<file path="src/rtl/mem_access_unit.sv">
// MEM-stage load/store engine: turns EX/MEM requests into one handshaked data-bus
// transaction, stalls upstream while it is outstanding and bubbles MEM/WB meanwhile.
//
//  state | meaning
//  ------+--------------------------------------------------------------
//  IDLE  | pass-through for non-memory ops; a memory op launches the bus request
//  REQ   | mem_req held high, waiting for mem_ack or the timeout
//  RESP  | one cycle presenting the finished memory op (and any fault) to MEM/WB
module mem_access_unit #(
    parameter int TIMEOUT = 16,
    parameter int TO_W    = 5
) (
    input  logic        CLK,
    input  logic        CLR_N,
    input  logic        Load_In,
    input  logic        Store_In,
    input  logic        Size_In,
    input  logic        rf_In,
    input  logic [31:0] Alu_In,
    input  logic [31:0] Store_Data_In,
    input  logic [3:0]  Rd_In,
    output logic        Load_Out,
    output logic        rf_Out,
    output logic [31:0] Data_Mem_Out,
    output logic [31:0] Alu_Out,
    output logic [3:0]  Rd_Out,
    output logic        Stall_Out,
    output logic        Fault_Out,
    output logic        mem_req,
    output logic        mem_we,
    output logic [31:0] mem_addr,
    output logic [3:0]  mem_be,
    output logic [31:0] mem_wdata,
    input  logic        mem_ack,
    input  logic [31:0] mem_rdata
);

    typedef enum logic [1:0] {
        IDLE = 2'd0,
        REQ  = 2'd1,
        RESP = 2'd2
    } state_t;

    state_t            state;
    state_t            state_nxt;
    logic              mem_op;
    logic              is_store;
    logic [3:0]        be_nxt;
    logic [31:0]       wdata_nxt;
    logic              size_q;
    logic [1:0]        lane_q;
    logic [7:0]        rd_byte;
    logic [31:0]       rdata_steer;
    logic [31:0]       data_q;
    logic [TO_W-1:0]   to_cnt;
    logic              to_tc;

    // A simultaneous load+store is illegal and degrades to a load.
    assign mem_op   = Load_In | Store_In;
    assign is_store = Store_In & ~Load_In;

    assign be_nxt    = Size_In ? (4'b0001 << Alu_In[1:0]) : 4'b1111;
    assign wdata_nxt = Size_In ? {4{Store_Data_In[7:0]}} : Store_Data_In;

    always_comb begin
        rd_byte = mem_rdata[7:0];
        case (lane_q)
            2'd0: rd_byte = mem_rdata[7:0];
            2'd1: rd_byte = mem_rdata[15:8];
            2'd2: rd_byte = mem_rdata[23:16];
            2'd3: rd_byte = mem_rdata[31:24];
            default: rd_byte = mem_rdata[7:0];
        endcase
    end

    assign rdata_steer = size_q ? {24'h0, rd_byte} : mem_rdata;

    // Timeout is a down-counter loaded on launch; zero is the last allowed REQ cycle.
    assign to_tc = (to_cnt == '0);

    always_comb begin
        state_nxt = state;
        case (state)
            IDLE:    if (mem_op) state_nxt = REQ;
            REQ:     if (mem_ack || to_tc) state_nxt = RESP;
            RESP:    state_nxt = IDLE;
            default: state_nxt = IDLE;
        endcase
    end

    assign Alu_Out = Alu_In;
    assign Rd_Out  = Rd_In;

    always_comb begin
        Stall_Out    = 1'b0;
        Load_Out     = 1'b0;
        rf_Out       = 1'b0;
        Data_Mem_Out = 32'h0;
        if (CLR_N) begin
            case (state)
                IDLE: begin
                    if (mem_op) begin
                        Stall_Out = 1'b1;
                    end else begin
                        Load_Out = Load_In;
                        rf_Out   = rf_In;
                    end
                end
                REQ: begin
                    Stall_Out = 1'b1;
                end
                RESP: begin
                    Load_Out     = Load_In;
                    rf_Out       = rf_In;
                    Data_Mem_Out = data_q;
                end
                default: begin
                    Stall_Out = 1'b0;
                end
            endcase
        end
    end

    always_ff @(posedge CLK) begin
        if (!CLR_N) begin
            state     <= IDLE;
            mem_req   <= 1'b0;
            mem_we    <= 1'b0;
            mem_addr  <= 32'h0;
            mem_be    <= 4'h0;
            mem_wdata <= 32'h0;
            data_q    <= 32'h0;
            to_cnt    <= '0;
            Fault_Out <= 1'b0;
            size_q    <= 1'b0;
            lane_q    <= 2'd0;
        end else begin
            state     <= state_nxt;
            Fault_Out <= 1'b0;
            case (state)
                IDLE: begin
                    if (mem_op) begin
                        mem_req   <= 1'b1;
                        mem_we    <= is_store;
                        mem_addr  <= {Alu_In[31:2], 2'b00};
                        mem_be    <= be_nxt;
                        mem_wdata <= wdata_nxt;
                        size_q    <= Size_In;
                        lane_q    <= Alu_In[1:0];
                        to_cnt    <= TO_W'(TIMEOUT - 1);
                        data_q    <= 32'h0;
                    end
                end
                REQ: begin
                    if (mem_ack) begin
                        mem_req <= 1'b0;
                        data_q  <= mem_we ? 32'h0 : rdata_steer;
                    end else if (to_tc) begin
                        mem_req   <= 1'b0;
                        data_q    <= 32'h0;
                        Fault_Out <= 1'b1;
                    end else begin
                        to_cnt <= to_cnt - TO_W'(1);
                    end
                end
                default: begin
                    mem_req <= 1'b0;
                end
            endcase
        end
    end

endmodule

</file>
<file path="config.mk">
export PLATFORM = sky130hd
export DESIGN_NAME = mem_access_unit
export DESIGN_NICKNAME = d
export VERILOG_FILES = /design/src/rtl/mem_access_unit.sv
export SDC_FILE = /design/constraint.sdc
export NUM_CORES = 1
export LEC_CHECK = 0
export BUFFER_PORTS_ARGS = -buffer_cell sky130_fd_sc_hd__buf_2
export CAP_MARGIN = 20
export CELL_PAD_IN_SITES_DETAIL_PLACEMENT = 1
export CELL_PAD_IN_SITES_GLOBAL_PLACEMENT = 1
export CORE_MARGIN = 4
export CORE_UTILIZATION = 33
export CTS_CLUSTER_SIZE = 30
export DETAILED_ROUTE_END_ITERATION = 8
export HOLD_SLACK_MARGIN = 0.1
export PLACE_DENSITY_LB_ADDON = 0.1
export SYNTH_ARGS = -nofsm -noshare
export SYNTH_HDL_FRONTEND = slang
export SYNTH_SLANG_ARGS = --single-unit
</file>
<file path="constraint.sdc">
create_clock -name CLK -period 2.8 [get_ports CLK]
set_input_delay 0.28 -clock CLK [delete_from_list [all_inputs] [get_ports CLK]]
set_output_delay 0.28 -clock CLK [all_outputs]
set_load 0.05 [all_outputs]
</file>
Word-level counts from Yosys, hierarchy flattened
Index checks and enable logic that the tools add are counted.
Widths: inputs -> output; s select.
{"block": "word_totals", "register_bits": 111, "inputBits": 107, "output_inout_bits": 142, "word_cells": 71}
{"block": "op_classes", "addsub": 1, "eq_ne": 10, "shift": 1, "mux": 32, "n_bitwise": 5, "n_reduce_logical": 11}
{"cell": "$mux 32", "n": 8}
{"cell": "$pmux 32 s2", "n": 1}
{"cell": "$pmux 8 s4", "n": 1}
{"cell": "$mux 5", "n": 3}
{"cell": "$mux 1", "n": 10}
{"cell": "$pmux 5 s2", "n": 1}
{"cell": "$ne 2x2->1 const B", "n": 4}
{"cell": "$pmux 1 s2", "n": 4}
{"cell": "$eq 2x2->1 const B", "n": 3}
{"cell": "$reduce_and 2->1", "n": 3}
{"cell": "$logic_not 5->1", "n": 1}
{"cell": "$sub 5x1->5 const B", "n": 1}
{"cell": "$eq 2x1->1 const B", "n": 2}
{"cell": "$logic_not 2->1", "n": 2}
{"cell": "$mux 2", "n": 2}
{"cell": "$mux 4", "n": 1}
{"cell": "$pmux 2 s2", "n": 1}
{"cell": "$reduce_and 4->1", "n": 1}
{"cell": "$shl 1x2->4 const A", "n": 1}
{"cell": "$ne 3x3->1 const B", "n": 1}
{"cell": "$not 1->1", "n": 3}
{"cell": "$reduce_and 3->1", "n": 1}
{"cell": "$reduce_or 3->1", "n": 1}
{"cell": "$reduce_bool 2->1", "n": 1}
{"cell": "other kinds (3)", "n": 3}

Longest topological paths before layout
{"block": "logic_depth", "depth_word": 6, "mapped_depth": 7, "depth_no_buf": 5}

Least setup slack after synthesis
OpenSTA, ideal clock, no wires.
{"block": "synth_timing", "path_type": "register to output", "start": "register state[0]", "end": "output rf_Out", "t_arrival_ns": 2.379, "t_required_ns": 2.520, "setup_slack_ns": 0.141, "path_stages_with_launch": 3, "path_buffers": 1, "path_cell_list": "dfxtp_1 -> buf_2 -> nor4b_1"}
{"block": "synth_between", "elab_chain_cells": 3, "word_cells_on_any_way": 4}
{"item": "from (decl)", "line": "44", "text": "state_t state;"}
{"item": "from (signal assigned)", "line": "138", "text": "state <= state_nxt;"}
{"item": "$eq 2x2->1 or $logic_not 2->1 (tied branches)", "line": "100", "text": "case (state)"}
{"item": "$pmux 1 s2 *", "line": "100"}
{"item": "$mux 1 *", "line": "99", "text": "if (CLR_N) begin"}
{"item": "to (decl)", "line": "23", "text": "output logic rf_Out,"}
Mark *: on every way between the ends. The rest lies on a longest branch, timed or not.

Final worst setup path
{"block": "layout_timing", "start": "register state[1]", "end": "output Data_Mem_Out[22]"}
{"block": "layout_between", "elab_chain_cells": 3}
{"item": "$eq 2x2->1", "line": "100"}
{"item": "$mux 32", "line": "100"}
{"item": "$mux 32", "line": "99"}
{"item": "to (decl)", "line": "24", "text": "output logic [31:0] Data_Mem_Out,"}
Every way passes these cells.

==> results.json <==
{
  "powerDensity_nw_per_um2": 685,
  "drive_above_1_share": 0.382,
  "regToRegEndpoint": "data_q[1]",
  "hold_start": "mem_rdata[14]",
  "numClockSinks": 110,
  "clock_path_buffers": 2,
  "min_to": "data_q[14]",
  "required_ns": 2.52,
  "avgSynthCellArea_um2": 8.97,
  "tightest_slew_ns": 0.833,
  "area_delta_synth_final_pct": 26.8,
  "drt_iter0_drc": 208,
  "die_w_um": 132,
  "place_hpwl_mm": 12.3,
  "vias_per_cell": 5.25,
  "synth-warning-count": 0,
  "min_period_over_period": 0.808,
  "cts_setup_buffers": 0,
  "nets": 838,
  "initial_core_util": 0.341,
  "synth_area_um2": 5030,
  "routed_wl_mm": 17.2,
  "wl_per_cell_um": 18.7,
  "antenna_found_initial": 1,
  "grt_first_pass_wirelength_mm": 27.6,
  "rsz0062_at_grt": "no",
  "die_h_um": 132,
  "run_status": "complete, no violations",
  "place_congestion": 0.791,
  "drv_slew": 0,
  "die_area_um2": 17300,
  "pre_cts_ws_ns": 0.659,
  "critPathLaunchType": "flop",
  "grt_usage": 0.194,
  "worstHoldPathCells": 2,
  "r2r-start": "to_cnt[0]",
  "reg2reg_slack_ns": 0.65,
  "setup.worst_path.class": "flop to output pin",
  "yosysTopAreaCellShare": 0.437,
  "max-cap-violations": 0,
  "drc": 0,
  "grt_max_degree": 58,
  "fmax_mhz": 442,
  "port_buffers": 238,
  "row_count": 44,
  "slew_headroom": 0.445,
  "synth_top_area_cell": "dfxtp_1",
  "cts_tree": "done",
  "seq_area_frac_synth": 0.437,
  "ant_nets": 0,
  "numCtsBuffers": 9,
  "skew_ns": 0.00851,
  "clk_latency_ns": 0.36,
  "post_cts_resized": 0,
  "layout_min_cycle_time_ns": 2.26,
  "design.portCount": 249,
  "syn-instance-count": 561,
  "grt_pass1_vias": 5053,
  "synth_cell_types": 46,
  "finalHoldViolCount": 0,
  "num_antenna_cells": 0,
  "synthTopCellsByArea": "dfxtp_1, a21oi_1, buf_4",
  "num_vias": 4823,
  "firstDrtPassIters": 4,
  "grt_overflow_total": 0,
  "ys_seq_elements": 110,
  "coreArea_um2": 14800,
  "critPathArrivalTime_ns": 1.98,
  "r2r_cells": 5,
  "clkTransAtPathRegs_ns": 0.07,
  "ir_drop_v": 0.000351,
  "fin_setup_tns_ns": 0,
  "ctsHoldBuffers": 0,
  "min_path_type": "input port to flop",
  "cp-end-kind": "output pin",
  "cts-root-buf": "clkbuf_16",
  "finalSetupViolCount": 0,
  "leakagePower_nw": 2.97,
  "setup_slack_ns": 0.539,
  "path_max_fanout": 33,
  "htree_levels": 3
}
==> report_power, final <==
| part | switching, mW | internal [mW] |
|---|---|---|
| sequential | 0.0841 | 1.69 |
| combinational | 0.855 | 0.318 |
| clock | 0.606 | 0.812 |
| total | 1.55 | 2.82 |
==> routing by layer <==
layer | up-vias | share of wire | track usage
li1 | 2333 | - | -
met2 | 157 | 0.47 | 0.320
met3 | 18 | 0.069 | 0.0554
met4 | 2 | 0.014 | 0.0595
met1 | 2313 | 0.45 | 0.247
met5 | - | 0.0012 | 0
==> cell usage after synthesis (all sizes together) <==
| cell | number |
|---|---|
| o32ai | 14 |
| a221oi | 1 |
| and4 | 1 |
| nor2 | 14 |
| a211oi | 26 |
| nand3b | 2 |
| conb | 1 |
| mux2i | 24 |
| o22ai | 2 |
| nand3 | 42 |
| o31a | 4 |
| or3 | 1 |
| o211a | 2 |
| o21ai | 41 |
| a311oi | 2 |
| nor4bb | 1 |
| nor4b | 4 |
| and2 | 33 |
| and3 | 1 |
| a21oi | 70 |
| nand2 | 6 |
| mux2 | 8 |
| ha | 1 |
| clkbuf | 44 |
| buf | 46 |
| nor3 | 1 |
| inv | 14 |
| o21a | 2 |
| nor4 | 1 |
| o311a | 1 |
| nor3b | 3 |
| or2 | 4 |
| nand2b | 1 |
| dfxtp | 110 |
| a22o | 24 |
| nor2b | 1 |
| or4b | 1 |
| or3b | 1 |
| and3b | 1 |
| a221o | 1 |
| o2111ai | 2 |
| a31oi | 2 |
==> how the worst max path moves through the flow <==
stage	startpoint	to	depth (start not counted)	slack [ns]
4_1_cts	state[1]	Data_Mem_Out[22]	4	0.52
3_5_place_dp	to_cnt[0]	data_q[1]	5	0.66
2_1_floorplan	state[0]	rf_Out	2	0.14
5_1_grt	to_cnt[0]	data_q[1]	5	0.39
6_report	state[1]	Data_Mem_Out[22]	4	0.54
3_3_place_gp	to_cnt[0]	data_q[6]	5	0.77
==> worst max-delay path, cell delays in order (launching register included) <==
cell	delay [ns]
dfxtp_1	0.60
nor3b_2	0.24
buf_4	0.31
and2_1	0.20
buf_2	0.27
==> final cells by class <==
cell class | count | area, um2
inverters | 14 | 52.6
repair buffers | 247 | 1270
flip-flops and latches | 110 | 2200
well taps | 184 | 230
multi-input cells | 348 | 2300
clock inverters | 5 | 82.6
fillers | 1805 | 8370
clock buffers | 11 | 243
==> registers in the layout, summed over array words and instances, names as in the netlist <==
signal and flops:
data_q 32, mem_wdata 32, mem_addr 30, to_cnt 5, mem_be 4, lane_q 2, state 2, Fault_Out 1
mem_we 1, size_q 1
==> placed cells by master (no fill, tap or decap), drive strengths merged, types with 2 or more instances in the layout <==
| cell type | count |
|---|---|
| a211oi | 26 |
| a21oi | 70 |
| a22o | 24 |
| a311oi | 2 |
| a31oi | 2 |
| and2 | 33 |
| buf | 247 |
| bufinv | 2 |
| clkbuf | 11 |
| clkinv | 3 |
| conb | 2 |
| dfxtp | 110 |
| inv | 14 |
| mux2 | 8 |
| mux2i | 24 |
| nand2 | 6 |
| nand3 | 42 |
| nand3b | 2 |
| nor2 | 14 |
| nor3b | 3 |
| nor4b | 4 |
| o2111ai | 2 |
| o211a | 2 |
| o21a | 2 |
| o21ai | 41 |
| o22ai | 2 |
| o31a | 4 |
| o32ai | 14 |
| or2 | 4 |
==> cells by family (layout without fill, tap and decap cells) <==
family	after synthesis	count (layout)	synth area share
compound gates	194	194	0.250
flops	110	110	0.437
simple gates	119	119	0.133
other cells	1	2	0.000745
fa+ha+maj	1	1	0.00249
buf+inv	104	277	0.110
mux	32	32	0.0656
==> per-stage QoR <==
stage,cells,hold slack (ns),util,power [mW],area [um2]
2_1_floorplan,562,0.377,-,2.69,5040
3_3_place_gp,903,0.439,0.410,2.97,6060
3_5_place_dp,903,0.449,0.410,3.00,6060
4_1_cts,919,0.143,0.432,4.41,6380
5_1_grt,919,0.144,0.432,4.56,6380
6_report,919,0.152,0.432,4.37,6380
Note: power is estimated with default switching activity, not from simulation.
